[src/rtl/comp_sched_pkg.sv]
// Shared types and constants for the comparator scheduler: FSM state encoding,
// result flag bit positions and an index-width helper.
package comp_sched_pkg;

    typedef enum logic [1:0] {
        StIdle = 2'd0,
        StCmp  = 2'd1,
        StRsp  = 2'd2
    } state_e;

    localparam int unsigned NUM_FLAGS = 6;
    localparam int unsigned FLAG_LT   = 0;
    localparam int unsigned FLAG_LE   = 1;
    localparam int unsigned FLAG_GT   = 2;
    localparam int unsigned FLAG_GE   = 3;
    localparam int unsigned FLAG_EQ   = 4;
    localparam int unsigned FLAG_NE   = 5;

    // Keeps index ports at least one bit wide when only one requester exists.
    function automatic int unsigned idx_width(int unsigned n);
        return (n > 1) ? $clog2(n) : 1;
    endfunction

endpackage

[src/rtl/comp_sched_rr_arb.sv]
// Round-robin arbiter: scans upward from ptr with wrap-around and returns the
// first active requester as a one-hot grant plus its binary index.
module comp_sched_rr_arb
    import comp_sched_pkg::*;
#(
    parameter  int unsigned NREQ = 4,
    localparam int unsigned IW   = idx_width(NREQ)
) (
    input  logic [NREQ-1:0] req,
    input  logic [IW-1:0]   ptr,
    output logic [NREQ-1:0] grant,
    output logic [IW-1:0]   grant_idx,
    output logic            grant_vld
);

    logic [IW-1:0] w_cand;

    always_comb begin
        grant     = '0;
        grant_idx = '0;
        grant_vld = 1'b0;
        w_cand    = '0;
        for (int unsigned off = 0; off < NREQ; off++) begin
            w_cand = IW'((32'(ptr) + off) % NREQ);
            if (!grant_vld && req[w_cand]) begin
                grant_vld = 1'b1;
                grant_idx = w_cand;
            end
        end
        if (grant_vld) begin
            grant[grant_idx] = 1'b1;
        end
    end

endmodule

[src/rtl/comp_sched.sv]
// Shared fixed-point comparator: arbitrates NREQ requesters, aligns the two
// operands to a common exponent exactly, and returns six ordering flags.
module comp_sched
    import comp_sched_pkg::*;
#(
    parameter  int unsigned NREQ    = 4,
    parameter  int unsigned A_WIDTH = 16,
    parameter  int          A_EXP   = -8,
    parameter  int unsigned B_WIDTH = 17,
    parameter  int          B_EXP   = -9,
    localparam int unsigned IW      = idx_width(NREQ)
) (
    input  logic                      clk,
    input  logic                      rst_n,
    input  logic [NREQ-1:0]           req_valid,
    output logic [NREQ-1:0]           req_ready,
    input  logic [NREQ*A_WIDTH-1:0]   req_a,
    input  logic [NREQ*B_WIDTH-1:0]   req_b,
    output logic                      rsp_valid,
    input  logic                      rsp_ready,
    output logic [IW-1:0]             rsp_id,
    output logic [NUM_FLAGS-1:0]      rsp_flags
);

    localparam int EXP_MIN = (A_EXP < B_EXP) ? A_EXP : B_EXP;
    localparam int SA      = A_EXP - EXP_MIN;
    localparam int SB      = B_EXP - EXP_MIN;
    localparam int CW_A    = int'(A_WIDTH) + SA;
    localparam int CW_B    = int'(B_WIDTH) + SB;
    // Wide enough that the left shift never drops a significant bit.
    localparam int CW      = (CW_A > CW_B) ? CW_A : CW_B;

    state_e                     r_state;
    logic [IW-1:0]              r_ptr;
    logic signed [A_WIDTH-1:0]  r_a;
    logic signed [B_WIDTH-1:0]  r_b;
    logic [IW-1:0]              r_id;
    logic                       r_rsp_valid;
    logic [NUM_FLAGS-1:0]       r_rsp_flags;
    logic [IW-1:0]              r_rsp_id;

    logic [NREQ-1:0]            w_grant;
    logic [IW-1:0]              w_grant_idx;
    logic                       w_grant_vld;
    logic [IW-1:0]              w_ptr_nxt;
    logic [A_WIDTH-1:0]         w_sel_a;
    logic [B_WIDTH-1:0]         w_sel_b;
    logic signed [CW-1:0]       w_a_al;
    logic signed [CW-1:0]       w_b_al;
    logic                       w_lt;
    logic                       w_eq;
    logic [NUM_FLAGS-1:0]       w_flags;

    comp_sched_rr_arb #(
        .NREQ (NREQ)
    ) u_arb (
        .req       (req_valid),
        .ptr       (r_ptr),
        .grant     (w_grant),
        .grant_idx (w_grant_idx),
        .grant_vld (w_grant_vld)
    );

    // Gated by rst_n so nothing is offered while reset is held.
    assign req_ready = (rst_n && (r_state == StIdle)) ? w_grant : '0;

    assign w_ptr_nxt = (w_grant_idx == IW'(NREQ - 1)) ? '0 : w_grant_idx + 1'b1;
    assign w_sel_a   = req_a[w_grant_idx * A_WIDTH +: A_WIDTH];
    assign w_sel_b   = req_b[w_grant_idx * B_WIDTH +: B_WIDTH];

    assign w_a_al = CW'(r_a) <<< SA;
    assign w_b_al = CW'(r_b) <<< SB;
    assign w_lt   = (w_a_al < w_b_al);
    assign w_eq   = (w_a_al == w_b_al);

    always_comb begin
        w_flags          = '0;
        w_flags[FLAG_LT] = w_lt;
        w_flags[FLAG_LE] = w_lt | w_eq;
        w_flags[FLAG_GT] = ~(w_lt | w_eq);
        w_flags[FLAG_GE] = ~w_lt;
        w_flags[FLAG_EQ] = w_eq;
        w_flags[FLAG_NE] = ~w_eq;
    end

    always_ff @(posedge clk or negedge rst_n) begin
        if (!rst_n) begin
            r_state     <= StIdle;
            r_ptr       <= '0;
            r_a         <= '0;
            r_b         <= '0;
            r_id        <= '0;
            r_rsp_valid <= 1'b0;
            r_rsp_flags <= '0;
            r_rsp_id    <= '0;
        end else begin
            unique case (r_state)
                StIdle: begin
                    if (w_grant_vld) begin
                        r_a     <= w_sel_a;
                        r_b     <= w_sel_b;
                        r_id    <= w_grant_idx;
                        r_ptr   <= w_ptr_nxt;
                        r_state <= StCmp;
                    end
                end
                StCmp: begin
                    r_rsp_flags <= w_flags;
                    r_rsp_id    <= r_id;
                    r_rsp_valid <= 1'b1;
                    r_state     <= StRsp;
                end
                StRsp: begin
                    if (rsp_ready) begin
                        r_rsp_valid <= 1'b0;
                        r_state     <= StIdle;
                    end
                end
                default: begin
                    r_rsp_valid <= 1'b0;
                    r_state     <= StIdle;
                end
            endcase
        end
    end

    assign rsp_valid = r_rsp_valid;
    assign rsp_flags = r_rsp_flags;
    assign rsp_id    = r_rsp_id;

endmodule

[config.mk]
export PLATFORM = sky130hd
export DESIGN_NAME = comp_sched
export DESIGN_NICKNAME = d
export VERILOG_FILES = /design/src/rtl/comp_sched_pkg.sv /design/src/rtl/comp_sched_rr_arb.sv /design/src/rtl/comp_sched.sv
export SDC_FILE = /design/constraint.sdc
export NUM_CORES = 1
export LEC_CHECK = 0
export CAP_MARGIN = 20
export CORE_MARGIN = 2
export CORE_UTILIZATION = 44
export CTS_BUF_LIST = sky130_fd_sc_hd__clkbuf_2
export DETAILED_ROUTE_END_ITERATION = 8
export GPL_ROUTABILITY_DRIVEN = 0
export PLACE_DENSITY = 0.84
export SYNTH_ARGS = -nofsm -noshare
export SYNTH_HDL_FRONTEND = slang
export SYNTH_SLANG_ARGS = --single-unit
[constraint.sdc]
create_clock -name clk -period 2.93 [get_ports clk]
set_clock_uncertainty 0.1 [all_clocks]
set_input_delay 0.586 -clock clk [delete_from_list [all_inputs] [get_ports clk]]
set_output_delay 0.586 -clock clk [all_outputs]
set_load 0.005 [all_outputs]
==> impl_results.md, run 1 <==
- Worst path max stage delay: 410 ps
- Ys flop type: sky130_fd_sc_hd__dfrtp_1
- Level count of the clock H-tree: 2
- VDD IR-drop max: 0.536 mV
- Routed metal-1 wirelength: 4320 um
- Combined area of all synthesized cells: 3390 sq um
- Height of the chip: 91.8 um
- Starting density of the core: 0.446
- Overall routing resource usage: 0.256
- Total via count after detailed routing: 3,516
- Post-layout min period: 2840 ps
- Total clock sinks: 48
- Vias per std cell: 5.59
- Max-capacitance violation count: 0
- First-pass GRT wire length: 17,400 um
- ANT cells: 0
- Area growth from synthesis to final layout: 53.6%
- Worst Path Arrival: 2160 ps
- Top-count cell post-synth: sky130_fd_sc_hd__dfrtp_1
- Number of global-route vias before repair: 3,686
- Share of Yosys cell area claimed by the top area cell type: 0.354
- HP Class: primary input to asynchronous set/reset pin
- Wire per inst: 16.8 um
- Maximum fanout encountered on the critical timing path: 4
- Starting DRT DRC Count: 147
- Async set-or-reset flop fraction in the synthesized netlist: 1.00
- Kind of end point of the critical path: primary output
- Top routing layer in use: met4
- Number of placed instances, taps included: 612
- Clock Pin Slew Worst Setup and Hold Paths: 210 ps
- Average footprint of a synthesized cell: 9.22 sq um
- Number of I/O pins: 152
- Slew HR: 0.611
- Fraction of final layout cells sized beyond drive strength 1: 0.127
- Static leakage power: 2.30 nW
- Crit Path Class: primary input to primary output
- Clock tree buffer depth: 2
- Chip width: 91.8 um
- Switching fraction of total power: 0.428
- Seq/Total Area, Yosys: 0.354
- Total power density per cell area: 765 nW/um^2
- Ordered cell list for the critical path: clkdlybuf4s50_1 -> buf_4 -> a31o_4 -> nor2_8 -> buf_4 -> ha_1 -> and3_1 -> dlygate4sd2_1
- Highest-delay cell along the critical path: sky130_fd_sc_hd__clkdlybuf4s50_1
- Yosys cell types: 41
- Number of design rule violations left after detail routing: 0
- Met3 wire len: 463 um
- Most prevalent standard cell on the critical path: sky130_fd_sc_hd__buf_4
- Num CTS Buffers: 5
- Number of detailed-route iterations in the first pass: 4
- Peak clock frequency supported by timing: 352 MHz
- Relative contribution of the clock network to total power: 0.067
- Cell-internal power: 2.28 mW
- Number of antenna violations at the first check in global routing: 0
- Cell count after synthesis: 368
- Count of final max-slew check failures: 0
- Final clock period utilization by the worst path: 0.971
- Clock tree root buffer cell: sky130_fd_sc_hd__clkbuf_2
- Area of the core: 7610 sq um
- Final count of hold timing violations: 0
- Floorplan die area: 8430 sq um
- Later-pin clock latency in the skew report: 420 ps
- Port-buffer cells: 151
- NumNets Final: 685
- Area contributors post-synth: sky130_fd_sc_hd__dfrtp_1 (35%), sky130_fd_sc_hd__ha_1 (7.4%), sky130_fd_sc_hd__o21ai_0 (5.8%), sky130_fd_sc_hd__a221o_1 (5.3%), sky130_fd_sc_hd__nand3_1 (5.0%)
- Number of flops mapped to enable cells by yosys: 0
- Number of register bits inferred by synthesis: 48
- Met2 WL: 5680 um
- Sw power: 1.71 mW
- Tightest Pin Transition: 583 ps
- Grt ovf: 0
- Combinational share of power: 0.633
- Warnings, synthesis: 0
- Sum of net half-perimeters after detailed placement: 8270 um
- Final core occ: 0.685
- Proportion of power drawn by flip-flops and latches: 0.300
- Count of nets left with antenna violations after detail routing: 0
- Launching element type of the critical path: primary input
- Maximum number of pins on one net before global-route repair: 48
- Final instance count without filler cells: 629
- Run status: complete, no violations
- Dominant cell type by area after synthesis: sky130_fd_sc_hd__dfrtp_1
- # rows: 32
- Post-synth top cells: sky130_fd_sc_hd__dfrtp_1 (48), sky130_fd_sc_hd__o21ai_0 (39), sky130_fd_sc_hd__nand3_1 (34)
- Post-synthesis net count: 527
- Worst path required time: 2240 ps
- Total wire length after detailed routing: 10,600 um
- TritonCTS clock tree: built
- Final setup violation count: 0
-- cell families (layout without fill, tap and decap cells) --
logic type	Yosys count	count (layout)	synth area share
AO/OA/AOI/OAI	126	126	0.258
flip-flops	48	48	0.354
AND/OR/NAND/NOR	92	92	0.135
multiplexers	33	33	0.116
adder cells (fa/ha/maj)	20	20	0.0738
buffers and inverters	49	208	0.0627
-- power by group through the flow --
stage,registers (mW),logic (mW),clock network (mW)
after CTS,1.19,2.51,0.267
final,1.19,2.52,0.267
after global placement,1.18,2.32,0
after floorplan,1.12,1.67,0
after detailed placement,1.19,2.44,0
after global routing,1.23,2.82,0.292
-- timing repair --
item,in CTS,in global routing
cloned,0,0
buffers inserted,6,2
endpoints found under the hold margin,1,0
setup endpoints to repair,4,2
pin swaps,4,4
hold buffers,1,0
resized for setup,16,2
-- placed cells by master (no fill, tap or decap), drive strengths merged, types with 2 or more instances in the layout --
cell / Yosys / final
a21o: 2 / 2
o221ai: 9 / 9
a21oi: 26 / 26
nand2b: 5 / 5
a211oi: 2 / 2
nand4: 2 / 2
buf: 11 / 28
a211o: 16 / 16
ha: 20 / 20
mux2i: 15 / 15
clkdlybuf4s50: 0 / 143
nand3: 34 / 34
and3: 4 / 4
o211ai: 7 / 7
clkbuf: 17 / 6
mux2: 18 / 18
dfrtp: 48 / 48
a221o: 18 / 18
inv: 21 / 21
o21a: 3 / 3
nand2: 30 / 30
o21ai: 39 / 39
nor2: 11 / 11
dlygate4sd2: 0 / 6
-- critical path: cells and delay by family --
family,cells,cell delay [ps]
AO/OA/AOI/OAI,1,250
AND/OR/NAND/NOR,2,280
adder cells (fa/ha/maj),1,130
buffers and inverters,4,910
-- state kept, by name (all words and copies together), names as in the netlist --
| signal | count |
|---|---|
| r_b | 17 |
| r_a | 16 |
| rsp_flags | 6 |
| r_id | 2 |
| r_ptr | 2 |
| r_state | 2 |
| rsp_id | 2 |
| rsp_valid | 1 |
-- layout make-up --
| type | instances | area [sq um] |
|---|---|---|
| inverters | 21 | 81.3 |
| multi-input cells | 271 | 2020 |
| well taps | 102 | 128 |
| fillers | 614 | 2400 |
| clock buffers | 6 | 30.0 |
| clock inverters | 2 | 11.3 |
| repair buffers | 179 | 1740 |
| flip-flops and latches | 48 | 1200 |
-- per-stage QoR --
stage | area (sq um) | power [mW] | hold WS (ps) | setup TNS (ps) | setup WS, ps
after floorplan | 3390 | 2.79 | 190 | 0 | 364
after global placement | 5070 | 3.51 | 329 | -649 | -186
after detailed placement | 5070 | 3.63 | 330 | -2200 | -362
after CTS | 5190 | 3.96 | 402 | 0 | 66.8
after global routing | 5210 | 4.34 | 393 | -4.72 | -4.72
final | 5210 | 3.98 | 400 | 0 | 85.7
-- path summary, 6_finish.rpt --
kind	depth (start not counted)	slack [ps]	end	start
min reg2reg	2	400	rsp_id[0]	r_id[0]
max	8	90	req_ready[3]	req_valid[0]
max in group asynchronous	3	1510	r_ptr[1]	rst_n
min	2	400	r_ptr[0]	rst_n
min in group clk	2	400	rsp_id[0]	r_id[0]
max reg2reg	7	630	r_b[12]	r_ptr[1]
-- metal layers --
metal,global-route usage,vias to the layer above
li1,-,1690
met1,0.317,1699
met3,0.0378,13
met4,0.0659,0
met5,0,-
met2,0.465,114
(Power assumes the default switching activity.)
==> run 2, diff against run 1 <==
- ABC_AREA: not set -> 1
- CORE_UTILIZATION: 44 -> 46
- PLACE_DENSITY: 0.84 -> 0.83
==> impl_results.md, run 2 <==
- Total power density per cell area: 1160 nW/um^2 (+52%)
- Total clock sinks: 48 (unchanged)
- Total via count after detailed routing: 4,569 (+30%)
- Non-Filler Cell Area, Final: 6030 sq um (+16%)
- Worst path max stage delay: 510 ps (+100 ps)
- Slew HR: 0.440 (-0.172)
- Maximum number of pins on one net before global-route repair: 81 (+69%)
- Crit Path Class: primary input to primary output
- Final hold slack: 130 ps (-269 ps)
- Number of register bits inferred by synthesis: 48 (unchanged)
- Dominant cell type by area after synthesis: sky130_fd_sc_hd__dfrtp_1
- Post-layout power: 7.00 mW (+76%)
- Static leakage power: 3.26 nW (+42%)
- Starting DRT DRC Count: 176 (+20%)
- Async set-or-reset flop fraction in the synthesized netlist: 1.00 (unchanged)
- Total wire length after detailed routing: 11,500 um (+9.0%)
- Peak clock frequency supported by timing: 307 MHz (-13%)
- VDD IR-drop max: 0.832 mV (+55%)
- Level count of the clock H-tree: 2 (unchanged)
- Clock Pin Slew Worst Setup and Hold Paths: 230 ps (+20 ps)
- First-pass GRT wire length: 19,000 um (+9.1%)
- Floorplan die area: 9460 sq um (+12%)
- Later-pin clock latency in the skew report: 410 ps (about the same)
- Overall routing resource usage: 0.238 (-0.0179)
- Number of design rule violations left after detail routing: 0 (unchanged)
- Tightest Pin Transition: 838 ps (+255 ps)
- Top-count cell post-synth: sky130_fd_sc_hd__nand2_1
- Post-synthesis net count: 803 (+52%)
- Worst Path Arrival: 2570 ps (+410 ps)
- Chip width: 97.3 um (+5.9%)
- Seq/Total Area, Yosys: 0.300 (-0.0538)
- Final count of hold timing violations: 0 (unchanged)
- Clock tree buffer depth: 2 (unchanged)
- FF-to-FF Start: r_ptr[0]
- Most prevalent standard cell on the critical path: sky130_fd_sc_hd__nand2_1
- TritonCTS clock tree: built
- Post-synth top cells: sky130_fd_sc_hd__nand2_1 (211), sky130_fd_sc_hd__inv_1 (135), sky130_fd_sc_hd__nand3_1 (113)
- Area growth from synthesis to final layout: 50.8%
- HP Class: primary input to asynchronous set/reset pin
- Cell count after synthesis: 644 (+75%)
- R2R depth: 17 (+10)
- Launching element type of the critical path: primary input
- Area of the core: 8590 sq um (+13%)
- Fraction of final layout cells sized beyond drive strength 1: 0.121 (-0.00659)
- Vias per std cell: 4.96 (-11%)
- Warnings, synthesis: 0 (unchanged)
- Number of I/O pins: 152 (unchanged)
- Run status: complete, but fails checks
- Register with the most flip-flops: r_b
- Area of the multi-input gates: 2270 sq um (+12%)
- Place WS: -510 ps (-148 ps)
- Failing checks: setup timing
- Yosys cell types: 32 (-22%)
- Share of Yosys cell area claimed by the top area cell type: 0.300 (-0.0538)
- Worst path required time: 2240 ps (about the same)
- # rows: 34 (+6.3%)
- Num CTS Buffers: 5 (unchanged)
- Number of antenna violations at the first check in global routing: 0 (unchanged)
- Bufs and invs on worst path: 6 (+2)
- Ordered cell list for the critical path: clkdlybuf4s50_1 -> inv_2 -> nand2_1 -> nand2_1 -> nand2_1 -> nand2_1 -> nor2_1 -> nor2_1 -> nand2_2 -> nand2_4 -> buf_6 -> inv_6 -> ha_4 -> nand3_1 -> inv_1 -> buf_2
- CP startpoint: req_valid[3]
- Ys flop type: sky130_fd_sc_hd__dfrtp_1
- ANT cells: 0 (unchanged)
- Number of flops mapped to enable cells by yosys: 0 (unchanged)
- Sum of net half-perimeters after detailed placement: 8340 um (+0.94%)
- Most used cells in the layout excluding fill and tap cells: sky130_fd_sc_hd__nand2_1 (196), sky130_fd_sc_hd__clkdlybuf4s50_1 (143), sky130_fd_sc_hd__inv_1 (131)
- Reg2Reg Capture Point: r_a[2]
- Critical path capture point: req_ready[3]
- Maximum fanout encountered on the critical timing path: 3 (-1)
- Wire per inst: 12.5 um (-26%)
- Max-capacitance violation count: 0 (unchanged)
- Clock tree root buffer cell: sky130_fd_sc_hd__clkbuf_2
- Area contributors post-synth: sky130_fd_sc_hd__dfrtp_1 (30%), sky130_fd_sc_hd__nand2_1 (20%), sky130_fd_sc_hd__nand3_1 (14%), sky130_fd_sc_hd__inv_1 (13%), sky130_fd_sc_hd__ha_1 (6.3%)
- Final instance count without filler cells: 921 (+46%)
- Crit. path cell count: 16 (+8)
- Highest-delay cell along the critical path: sky130_fd_sc_hd__clkdlybuf4s50_1
- Combined area of all synthesized cells: 4000 sq um (+18%)
- Dpl cell area: 5650 sq um (+12%)
- NumNets Final: 971 (+42%)
- Final clock period utilization by the worst path: 1.11 (+0.139)
- Grt ovf: 0 (unchanged)
- Commonest non-fill, non-tap cell in the layout: sky130_fd_sc_hd__nand2_1
- Slack of the critical path: -322 ps (-408 ps)
- Setup repair after global routing missed its margin: yes
- Kind of end point of the critical path: primary output
- Number of detailed-route iterations in the first pass: 4 (unchanged)
- Starting density of the core: 0.465 (+0.0196)
- Height of the chip: 97.3 um (+5.9%)
- Filler cell count in the final layout: 705 (+15%)
- Count of nets left with antenna violations after detail routing: 0 (unchanged)
- Average footprint of a synthesized cell: 6.21 sq um (-33%)
- # hold bufs at CTS: 0 (-1)
- Count of final max-slew check failures: 0 (unchanged)
- Cell family with the largest share of critical-path delay: buffers and inverters
- Number of placed instances, taps included: 895 (+46%)
- FF-to-FF setup slack: 160 ps (-470 ps)
- Final setup violation count: 4 (+4)
- Post-layout min period: 3250 ps (+408 ps)
- Number of flip-flops under the largest register name: 17 (unchanged)
- Total area of sequential cells: 1200 sq um (unchanged)
- Port-buffer cells: 151 (unchanged)
- Number of global-route vias before repair: 4,346 (+18%)
## run 2: changes by cell type after synthesis, sizes merged, moves of 18 or more
| cell | change |
|---|---|
| nand3 | +80 |
| mux2 | -18 |
| a221o | -18 |
| inv | +119 |
| or2 | +24 |
| nand2 | +186 |
| o21ai | -31 |
## run 2: worst min path at each step
stage / start / to / slack, ps / depth (start not counted)
floorplan: rst_n / r_a[0] / 190 / 0
global placement: r_id[0] / rsp_id[0] / 360 / 2
detailed placement: r_id[0] / rsp_id[0] / 370 / 2
CTS: rst_n / rsp_flags[2] / 130 / 2
global route: rst_n / rsp_flags[2] / 130 / 2
finish: rst_n / rsp_flags[2] / 130 / 2
## run 2: what timing repair did
item                                    CTS  global route
endpoints found under the setup margin    4            18
gates resized for setup                  53            16
endpoints found under the hold margin     0             0
pin swaps                                13             7
gates cloned                              0             0
buffers inserted                         14             4
## run 2: where the power goes
group          internal, mW  switching [mW]
sequential             1.03           0.209
clock                 0.147           0.207
combinational          2.24            3.17
total                  3.42            3.58
## run 2: cells by family (layout without fill, tap and decap cells)
group                    after synthesis  in the layout  share of synthesized area
buffers and inverters                168            337                      0.171
adder cells (fa/ha/maj)               20             20                     0.0626
AND/OR/NAND/NOR                      387            387                      0.438
flip-flops                            48             48                      0.300
AO/OA/AOI/OAI                         21             21                     0.0285
## run 2: layer usage
layer	vias to the layer above	GRT usage	routed length (um)	part of all wire
met3	44	0.0338	566	0.049
li1	2290	-	-	-
met1	2079	0.280	4490	0.39
met2	156	0.451	6150	0.53
met4	0	0.0630	333	0.029
met5	-	0	0	0
## run 2: stage by stage
step | util | TNS (ps)
floorplan | - | 0
global placement | 0.658 | -1280
detailed placement | 0.658 | -2770
CTS | 0.692 | -256
global route | 0.702 | -1280
finish | 0.702 | -1140
## run 2: layout make-up
class	instances	share of cell area
timing repair buffer	188	0.301
tap	108	0.0224
inverter	141	0.0905
sequential	48	0.200
multi-input combinational	428	0.376
clock inverter	2	0.00581
clock buffer	6	0.00498
